$ cat config.mk
export PLATFORM = sky130hd
export DESIGN_NAME = uram_write_counter_flat
export DESIGN_NICKNAME = d
export VERILOG_FILES = /design/src/rtl/uram_pkg.sv /design/src/rtl/uram_write_counter_if.sv /design/src/rtl/uram_write_addr_gen.sv /design/src/rtl/uram_write_counter.sv /design/src/flat_wrapper.sv
export SDC_FILE = /design/constraint.sdc
export NUM_CORES = 1
export LEC_CHECK = 0
export CAP_MARGIN = 20
export CORE_MARGIN = 3
export CORE_UTILIZATION = 41
export CTS_CLUSTER_SIZE = 24
export DETAILED_ROUTE_END_ITERATION = 6
export DONT_BUFFER_PORTS = 1
export GPL_ROUTABILITY_DRIVEN = 0
export PLACE_DENSITY = 0.59
export SYNTH_ARGS = -nofsm -noshare
export SYNTH_HDL_FRONTEND = slang
export SYNTH_HIERARCHICAL = 1
export SYNTH_SLANG_ARGS = --single-unit
export TNS_END_PERCENT = 10
$ cat constraint.sdc
create_clock -name clk_i -period 2 [get_ports clk_i]
set_input_delay 0.1 -clock clk_i [delete_from_list [all_inputs] [get_ports clk_i]]
set_output_delay 0.1 -clock clk_i [all_outputs]
set_load 0.01 [all_outputs]
$ cat src/rtl/uram_pkg.sv
// Shared constants and types for the URAM event-buffer write side.
package uram_pkg;
    localparam int COUNT_MAX     = 171;
    localparam int ADDR_BITS     = 14;
    localparam int NUM_BUFFERS   = 4;
    localparam int BUFFER_STRIDE = 4096;
    localparam int DATA_WIDTH    = 72;

    localparam int BUF_W = (NUM_BUFFERS > 1) ? $clog2(NUM_BUFFERS) : 1;
    localparam int CNT_W = (COUNT_MAX > 1) ? $clog2(COUNT_MAX) : 1;
    localparam int OCC_W = $clog2(NUM_BUFFERS + 1);

    typedef logic [BUF_W-1:0]      buf_idx_t;
    typedef logic [ADDR_BITS-1:0]  addr_t;
    typedef logic [DATA_WIDTH-1:0] dat_t;
    typedef logic [OCC_W-1:0]      occ_t;

    typedef enum logic {ST_IDLE, ST_WRITE} state_e;

    function automatic addr_t region_base(input buf_idx_t idx);
        return addr_t'(int'(idx) * BUFFER_STRIDE);
    endfunction
endpackage

$ cat src/rtl/uram_write_counter_if.sv
// Beat input, URAM write port and buffer-status signals of the write counter.
interface uram_write_counter_if;
    import uram_pkg::*;

    logic     begin_i;
    logic     dat_valid_i;
    dat_t     dat_i;
    logic     free_i;
    logic     wr_en_o;
    addr_t    wr_addr_o;
    dat_t     wr_dat_o;
    logic     complete_o;
    buf_idx_t complete_buf_o;
    logic     full_o;
    logic     overflow_o;
    logic     busy_o;

    modport slave (
        input  begin_i, dat_valid_i, dat_i, free_i,
        output wr_en_o, wr_addr_o, wr_dat_o, complete_o, complete_buf_o,
               full_o, overflow_o, busy_o
    );

    modport master (
        output begin_i, dat_valid_i, dat_i, free_i,
        input  wr_en_o, wr_addr_o, wr_dat_o, complete_o, complete_buf_o,
               full_o, overflow_o, busy_o
    );
endinterface

$ cat src/rtl/uram_write_addr_gen.sv
// Beat counter + region address adder; URAM_WRITE_COUNTER_DSP_EN selects the
// DSP48E2 TWO24 SIMD form, otherwise a fabric counter and comparator.
module uram_write_addr_gen
    import uram_pkg::*;
(
    input  logic  clk_i,
    input  logic  rstn_i,
    input  logic  load,
    input  addr_t base,
    input  logic  beat,
    output addr_t addr,
    output logic  last
);

`ifdef URAM_WRITE_COUNTER_DSP_EN
    // Low lane counts up from 2^24-(COUNT_MAX-1); its carry-out lands exactly
    // when the count reaches COUNT_MAX-1. High lane carries base+count.
    localparam logic [23:0] LO_INIT = 24'(64'(1) << 24) - 24'(COUNT_MAX - 1);

    logic [23:0]          p_lo;
    logic [ADDR_BITS-1:0] p_hi;
    logic                 carry;

    always_ff @(posedge clk_i or negedge rstn_i) begin
        if (!rstn_i) begin
            p_lo  <= '0;
            p_hi  <= '0;
            carry <= 1'b0;
        end else if (load) begin
            p_lo  <= LO_INIT;
            p_hi  <= base;
            carry <= (COUNT_MAX == 1);
        end else if (beat) begin
            {carry, p_lo} <= {1'b0, p_lo} + 25'd1;
            p_hi          <= p_hi + addr_t'(1);
        end
    end

    assign addr = p_hi;
    assign last = carry;
`else
    logic [CNT_W-1:0] cnt;
    addr_t            base_q;

    always_ff @(posedge clk_i or negedge rstn_i) begin
        if (!rstn_i) begin
            cnt    <= '0;
            base_q <= '0;
        end else if (load) begin
            cnt    <= '0;
            base_q <= base;
        end else if (beat) begin
            cnt <= cnt + CNT_W'(1);
        end
    end

    assign addr = base_q + addr_t'(cnt);
    assign last = (cnt == CNT_W'(COUNT_MAX - 1));
`endif

endmodule

$ cat src/rtl/uram_write_counter.sv
// Write-side address generator for the URAM event ring: one event per region,
// occupancy tracked against reader frees. Optional macro URAM_WRITE_COUNTER_DSP_EN.
module uram_write_counter
    import uram_pkg::*;
(
    input  logic                  clk_i,
    input  logic                  rstn_i,
    uram_write_counter_if.slave   bus
);

    if (COUNT_MAX > BUFFER_STRIDE) begin : g_chk_stride
        $error("COUNT_MAX must not exceed BUFFER_STRIDE");
    end
    if (NUM_BUFFERS * BUFFER_STRIDE > (1 << ADDR_BITS)) begin : g_chk_span
        $error("buffer ring does not fit in ADDR_BITS");
    end

    state_e   state, state_nx;
    buf_idx_t wptr;
    occ_t     occ, occ_nx;
    logic     full_q;
    logic     beat, last, done, take_begin, drop, rel, load;
    addr_t    addr;

    uram_write_addr_gen u_addr_gen (
        .clk_i  (clk_i),
        .rstn_i (rstn_i),
        .load   (load),
        .base   (region_base(wptr)),
        .beat   (beat),
        .addr   (addr),
        .last   (last)
    );

    always_ff @(posedge clk_i or negedge rstn_i) begin
        if (!rstn_i) state <= ST_IDLE;
        else         state <= state_nx;
    end

    always_comb begin
        state_nx = state;
        case (state)
            ST_IDLE:  if (take_begin) state_nx = ST_WRITE;
            ST_WRITE: if (done)       state_nx = ST_IDLE;
            default:  state_nx = ST_IDLE;
        endcase
    end

    always_comb begin
        beat       = (state == ST_WRITE) && bus.dat_valid_i;
        done       = beat && last;
        take_begin = (state == ST_IDLE) && bus.begin_i && !full_q;
        drop       = (state == ST_IDLE) && bus.begin_i && full_q;
        load       = take_begin;
        // A free at zero occupancy has nothing to release.
        rel        = bus.free_i && (occ != '0);
        occ_nx     = occ;
        if (done && !rel)      occ_nx = occ + occ_t'(1);
        else if (!done && rel) occ_nx = occ - occ_t'(1);
    end

    always_ff @(posedge clk_i or negedge rstn_i) begin
        if (!rstn_i) begin
            bus.wr_en_o        <= 1'b0;
            bus.wr_addr_o      <= '0;
            bus.wr_dat_o       <= '0;
            bus.complete_o     <= 1'b0;
            bus.complete_buf_o <= '0;
            bus.overflow_o     <= 1'b0;
            full_q             <= 1'b0;
            wptr               <= '0;
            occ                <= '0;
        end else begin
            bus.wr_en_o    <= beat;
            bus.complete_o <= done;
            bus.overflow_o <= drop;
            if (beat) begin
                bus.wr_addr_o <= addr;
                bus.wr_dat_o  <= bus.dat_i;
            end
            if (done) begin
                bus.complete_buf_o <= wptr;
                wptr               <= (NUM_BUFFERS == 1) ? '0 : wptr + buf_idx_t'(1);
            end
            occ    <= occ_nx;
            full_q <= (occ_nx == occ_t'(NUM_BUFFERS));
        end
    end

    assign bus.full_o = full_q;
    assign bus.busy_o = (state == ST_WRITE);

endmodule

$ cat src/flat_wrapper.sv
// flat-port wrapper written by rule: the top's interface ports become plain ports
module uram_write_counter_flat import uram_pkg::*;
  (clk_i, rstn_i, bus_begin_i, bus_dat_valid_i, bus_dat_i, bus_free_i, bus_wr_en_o, bus_wr_addr_o, bus_wr_dat_o, bus_complete_o, bus_complete_buf_o, bus_full_o, bus_overflow_o, bus_busy_o);
  uram_write_counter_if bus_i ();
  input  logic clk_i;
  input  logic rstn_i;
  input wire logic [$bits(bus_i.begin_i)-1:0] bus_begin_i;
  input wire logic [$bits(bus_i.dat_valid_i)-1:0] bus_dat_valid_i;
  input wire logic [$bits(bus_i.dat_i)-1:0] bus_dat_i;
  input wire logic [$bits(bus_i.free_i)-1:0] bus_free_i;
  output wire logic [$bits(bus_i.wr_en_o)-1:0] bus_wr_en_o;
  output wire logic [$bits(bus_i.wr_addr_o)-1:0] bus_wr_addr_o;
  output wire logic [$bits(bus_i.wr_dat_o)-1:0] bus_wr_dat_o;
  output wire logic [$bits(bus_i.complete_o)-1:0] bus_complete_o;
  output wire logic [$bits(bus_i.complete_buf_o)-1:0] bus_complete_buf_o;
  output wire logic [$bits(bus_i.full_o)-1:0] bus_full_o;
  output wire logic [$bits(bus_i.overflow_o)-1:0] bus_overflow_o;
  output wire logic [$bits(bus_i.busy_o)-1:0] bus_busy_o;
  assign bus_i.begin_i = bus_begin_i;
  assign bus_i.dat_valid_i = bus_dat_valid_i;
  assign bus_i.dat_i = bus_dat_i;
  assign bus_i.free_i = bus_free_i;
  assign bus_wr_en_o = bus_i.wr_en_o;
  assign bus_wr_addr_o = bus_i.wr_addr_o;
  assign bus_wr_dat_o = bus_i.wr_dat_o;
  assign bus_complete_o = bus_i.complete_o;
  assign bus_complete_buf_o = bus_i.complete_buf_o;
  assign bus_full_o = bus_i.full_o;
  assign bus_overflow_o = bus_i.overflow_o;
  assign bus_busy_o = bus_i.busy_o;
  uram_write_counter u_core (.clk_i(clk_i), .rstn_i(rstn_i), .bus(bus_i));
endmodule
==> flow_summary_export.csv <==
group,metric,value,unit
run_status,status,"finished with violations",
run_status,violations,"negative hold slack, negative setup slack",
timing,timing_hold_violations_final,120,
placed_design,dpl.hpwl,7.092,mm
setup_path,crit_type,"reg -> reg",
logic_synthesis,ys_seq_area_share,56.94,%
cts,cts_tree,"done",
logic_synthesis,yosys_warnings,6,
die,die_w,119.4,µm
timing,worst_pin_slew,0.5373,ns
logic_synthesis,ys_ff_latch,120,
logic_synthesis,synth-xor-area-share,3.321,%
drt,highest_layer,"met4",
logic_synthesis,synth_area_leader_cell,"dfrtp_1",
final_layout,n_fill_cell,976,
cts,clk_pin_slew,0.06,ns
timing,rsz0062_at_grt,"true",
drt,vias_per_cell,4.998,
die,start_util,42.84,%
drt,wl_per_cell,17.77,µm
placed_design,port_buffers,0,
die,core_area,12310,µm²
placed_design,dp_worst_setup_slack,-0.1014,ns
final_layout,layout-area-overhead-vs-synth,35.21,%
logic_synthesis,synth_area_leaders,"dfrtp_1 57%, mux2_2 15%, mux2_4 8.3%",
final_layout,stdcell_area,7131,µm²
cts,clock-root-buffer,"clkbuf_16",
die,ioPinCount,170,
logic_synthesis,avgSynthCellArea,14.22,µm²
timing,drv_slew,0,
timing,setup-violations-final,2,
drt,ant_nets,0,
grt,track_usage,16.75,%
logic_synthesis,synth_area,5274,µm²
timing,fin_ws,-0.04132,ns
placed_design,postPlaceCellArea,5635,µm²
timing,hold_slack,-0.6085,ns
setup_path,worstPathArrival,2.33,ns
drt,route.met3.wl,1.182,mm
grt,grt_max_degree,121,
cts,h-tree-depth,4,
timing,fmax,489.9,MHz
logic_synthesis,synth_compound_area_share,5.480,%
logic_synthesis,synth_top_family_by_area,"multiplexers",
power_and_ir_drop,p_leak,0.003193,µW
cts,cts_inserted_buffers,17,
drt,drt_iter0_markers,186,
logic_synthesis,synth.area.mux_share,22.78,%
logic_synthesis,async_flop_share,100.0,%
logic_synthesis,synth.distinct_cells,48,
power_and_ir_drop,power.density,1392,nW/µm²
grt,antenna_found_initial,0,
setup_path,required,2.28,ns
logic_synthesis,synth_simple_gate_area_share,5.409,%
setup_path,r2r-start,"u_core/u_addr_gen/cnt[0]",
grt,first_global_vias,3643,
setup_path,end_kind,"register",
logic_synthesis,synth_top_area_share,56.94,%
final_layout,final_layout_size_suffix_gt1_share,35.08,%
grt,grt_pass1_wl,18.93,mm
timing,period_needed,2.041,ns
drt,drcViolationCount,0,
die,die_area,14260,µm²
setup_path,path_max_fanout,4,
power_and_ir_drop,vdd_drop_max,0.0008621,V
grt,grt_overflow_total,0,
logic_synthesis,syn_inst,371,
timing,slew-limit-headroom,64.18,%
logic_synthesis,yosys.cell_count.top_type,"dfrtp_1",
cts,cts_max_path_buffers,2,
power_and_ir_drop,totalPowerFinal,9928,µW
final_layout,layout.nets,574,
logic_synthesis,synth_top_flop_cell,"dfrtp_1",
timing,fin_crit_sh,102.1,%
drt,dr.pass1.iters,4,
die,rows,40,
setup_path,crit_start,"u_core/u_addr_gen/cnt[0]",
drt,wl_met2,5.713,mm
hold_path,holdCritPathClass,"in -> async",
cts,cts_hold_buf,74,
drt,wl_met1,4.822,mm
final_layout,antennaDiodeCount,0,
logic_synthesis,synth_adder_area_share,3.464,%
timing,fin_skew,0.007313,ns
cts,cts.sinks,120,
drt,wl,11.80,mm
setup_path,start_kind,"register",
die,die_y,119.4,µm
logic_synthesis,yosys-top-cells-count,"120 x dfrtp_1, 68 x mux2_2, 29 x mux2_4",
drt,via_count,3319,
job,max_cap_violations,0,
cts,clk-insertion-delay-late,0.41,ns
logic_synthesis,synth_edf_count,0,
==> through the flow <==
stage	TNS, ns	cells	hold WS (ns)	util [%]
after floorplan	-0.1619	382	-0.1956	-
after global placement	-0.08044	557	-0.1931	45.77
after detailed placement	-0.1520	557	-0.1920	45.77
after CTS	-0.1143	663	-0.6297	57.29
after global routing	-0.4760	664	-0.6430	57.92
final	-0.07505	664	-0.6085	57.92
==> path summary, 6_finish.rpt <==
kind                                      endpoint  slack (ns)  cells after the start
setup / recovery                 u_core/bus.full_o       -0.04                     10
hold / removal             u_core/bus.wr_addr_o[8]       -0.61                      0
setup reg to reg                 u_core/bus.full_o       -0.04                     10
hold reg to reg                     u_core/wptr[0]        0.50                      1
max in group asynchronous   u_core/bus.wr_dat_o[3]        2.39                      0
min in group clk_i              u_core/bus.wr_en_o        0.04                      3
==> cell families after synthesis <==
family / after synthesis
DFF: 120
muxes: 97
and+or+nand+nor: 52
AOI/OAI and AO/OA: 41
buffers and inverters: 26
xor gates and xnor gates: 20
adders and majority gates: 14
other: 1
==> power by group <==
group,internal (µW),switching [µW]
Sequential,3070,700
Clock,2390,1080
Combinational,1500,1190
==> cells in the final DEF, fill, tap and decap left out, types with 6 or more instances in the layout <==
master and count:
a21oi_1 8, buf_4 19, bufinv_16 6, clkbuf_16 17
conb_1 12, dfrtp_1 120, dlygate4sd3_1 74, ha_1 12
inv_1 12, mux2_2 68, mux2_4 29, nand2_1 14
nor2_1 10, o21ai_0 10, xnor2_1 13, xor2_1 7
==> sequential cells by signal (all words and copies together), names as in the netlist <==
register	flops
u_core/u_addr_gen/cnt	8
u_core/bus.complete_buf_o	2
u_core/bus.full_o	1
u_core/bus.wr_dat_o	72
u_core/wptr	2
u_core/u_addr_gen/base_q	14
u_core/occ	3
u_core/bus.complete_o	1
u_core/bus.wr_en_o	1
u_core/bus.busy_o	1
u_core/bus.wr_addr_o	14
u_core/bus.overflow_o	1
==> metal layers <==
layer | global-route usage [%] | vias to the layer above
li1 | - | 1525
met1 | 20.16 | 1634
met2 | 26.88 | 151
met3 | 8.310 | 9
met4 | 4.295 | 0
met5 | 0 | -
==> cell type report <==
| class | count | area, µm² | share of cell area [%] |
|---|---|---|---|
| inverter | 13 | 51.30 | 0.7194 |
| sequential | 120 | 3003 | 42.11 |
| timing repair buffer | 95 | 923.4 | 12.95 |
| multi-input combinational | 236 | 2266 | 31.78 |
| clock inverter | 13 | 224.0 | 3.141 |
| clock buffer | 19 | 452.9 | 6.352 |
| tap | 168 | 210.2 | 2.948 |
==> critical path: stages (launching register included) <==
cell and delay [ns]:
dfrtp_1 0.38, buf_4 0.14, buf_4 0.14, inv_1 0.05
ha_1 0.14, nand4_1 0.16, nor4_4 0.24, nand3_2 0.19
xnor2_1 0.17, o211ai_1 0.25, a21oi_2 0.05
==> repair_timing <==
action                                 4_1_cts  5_1_grt
pin swaps                                    1        4
gates resized for setup                      0       10
setup buffers                                0        1
gates cloned                                 0        0
endpoints found under the hold margin      194      120
setup endpoints to repair                    2        9
(Power assumes the default switching activity.)
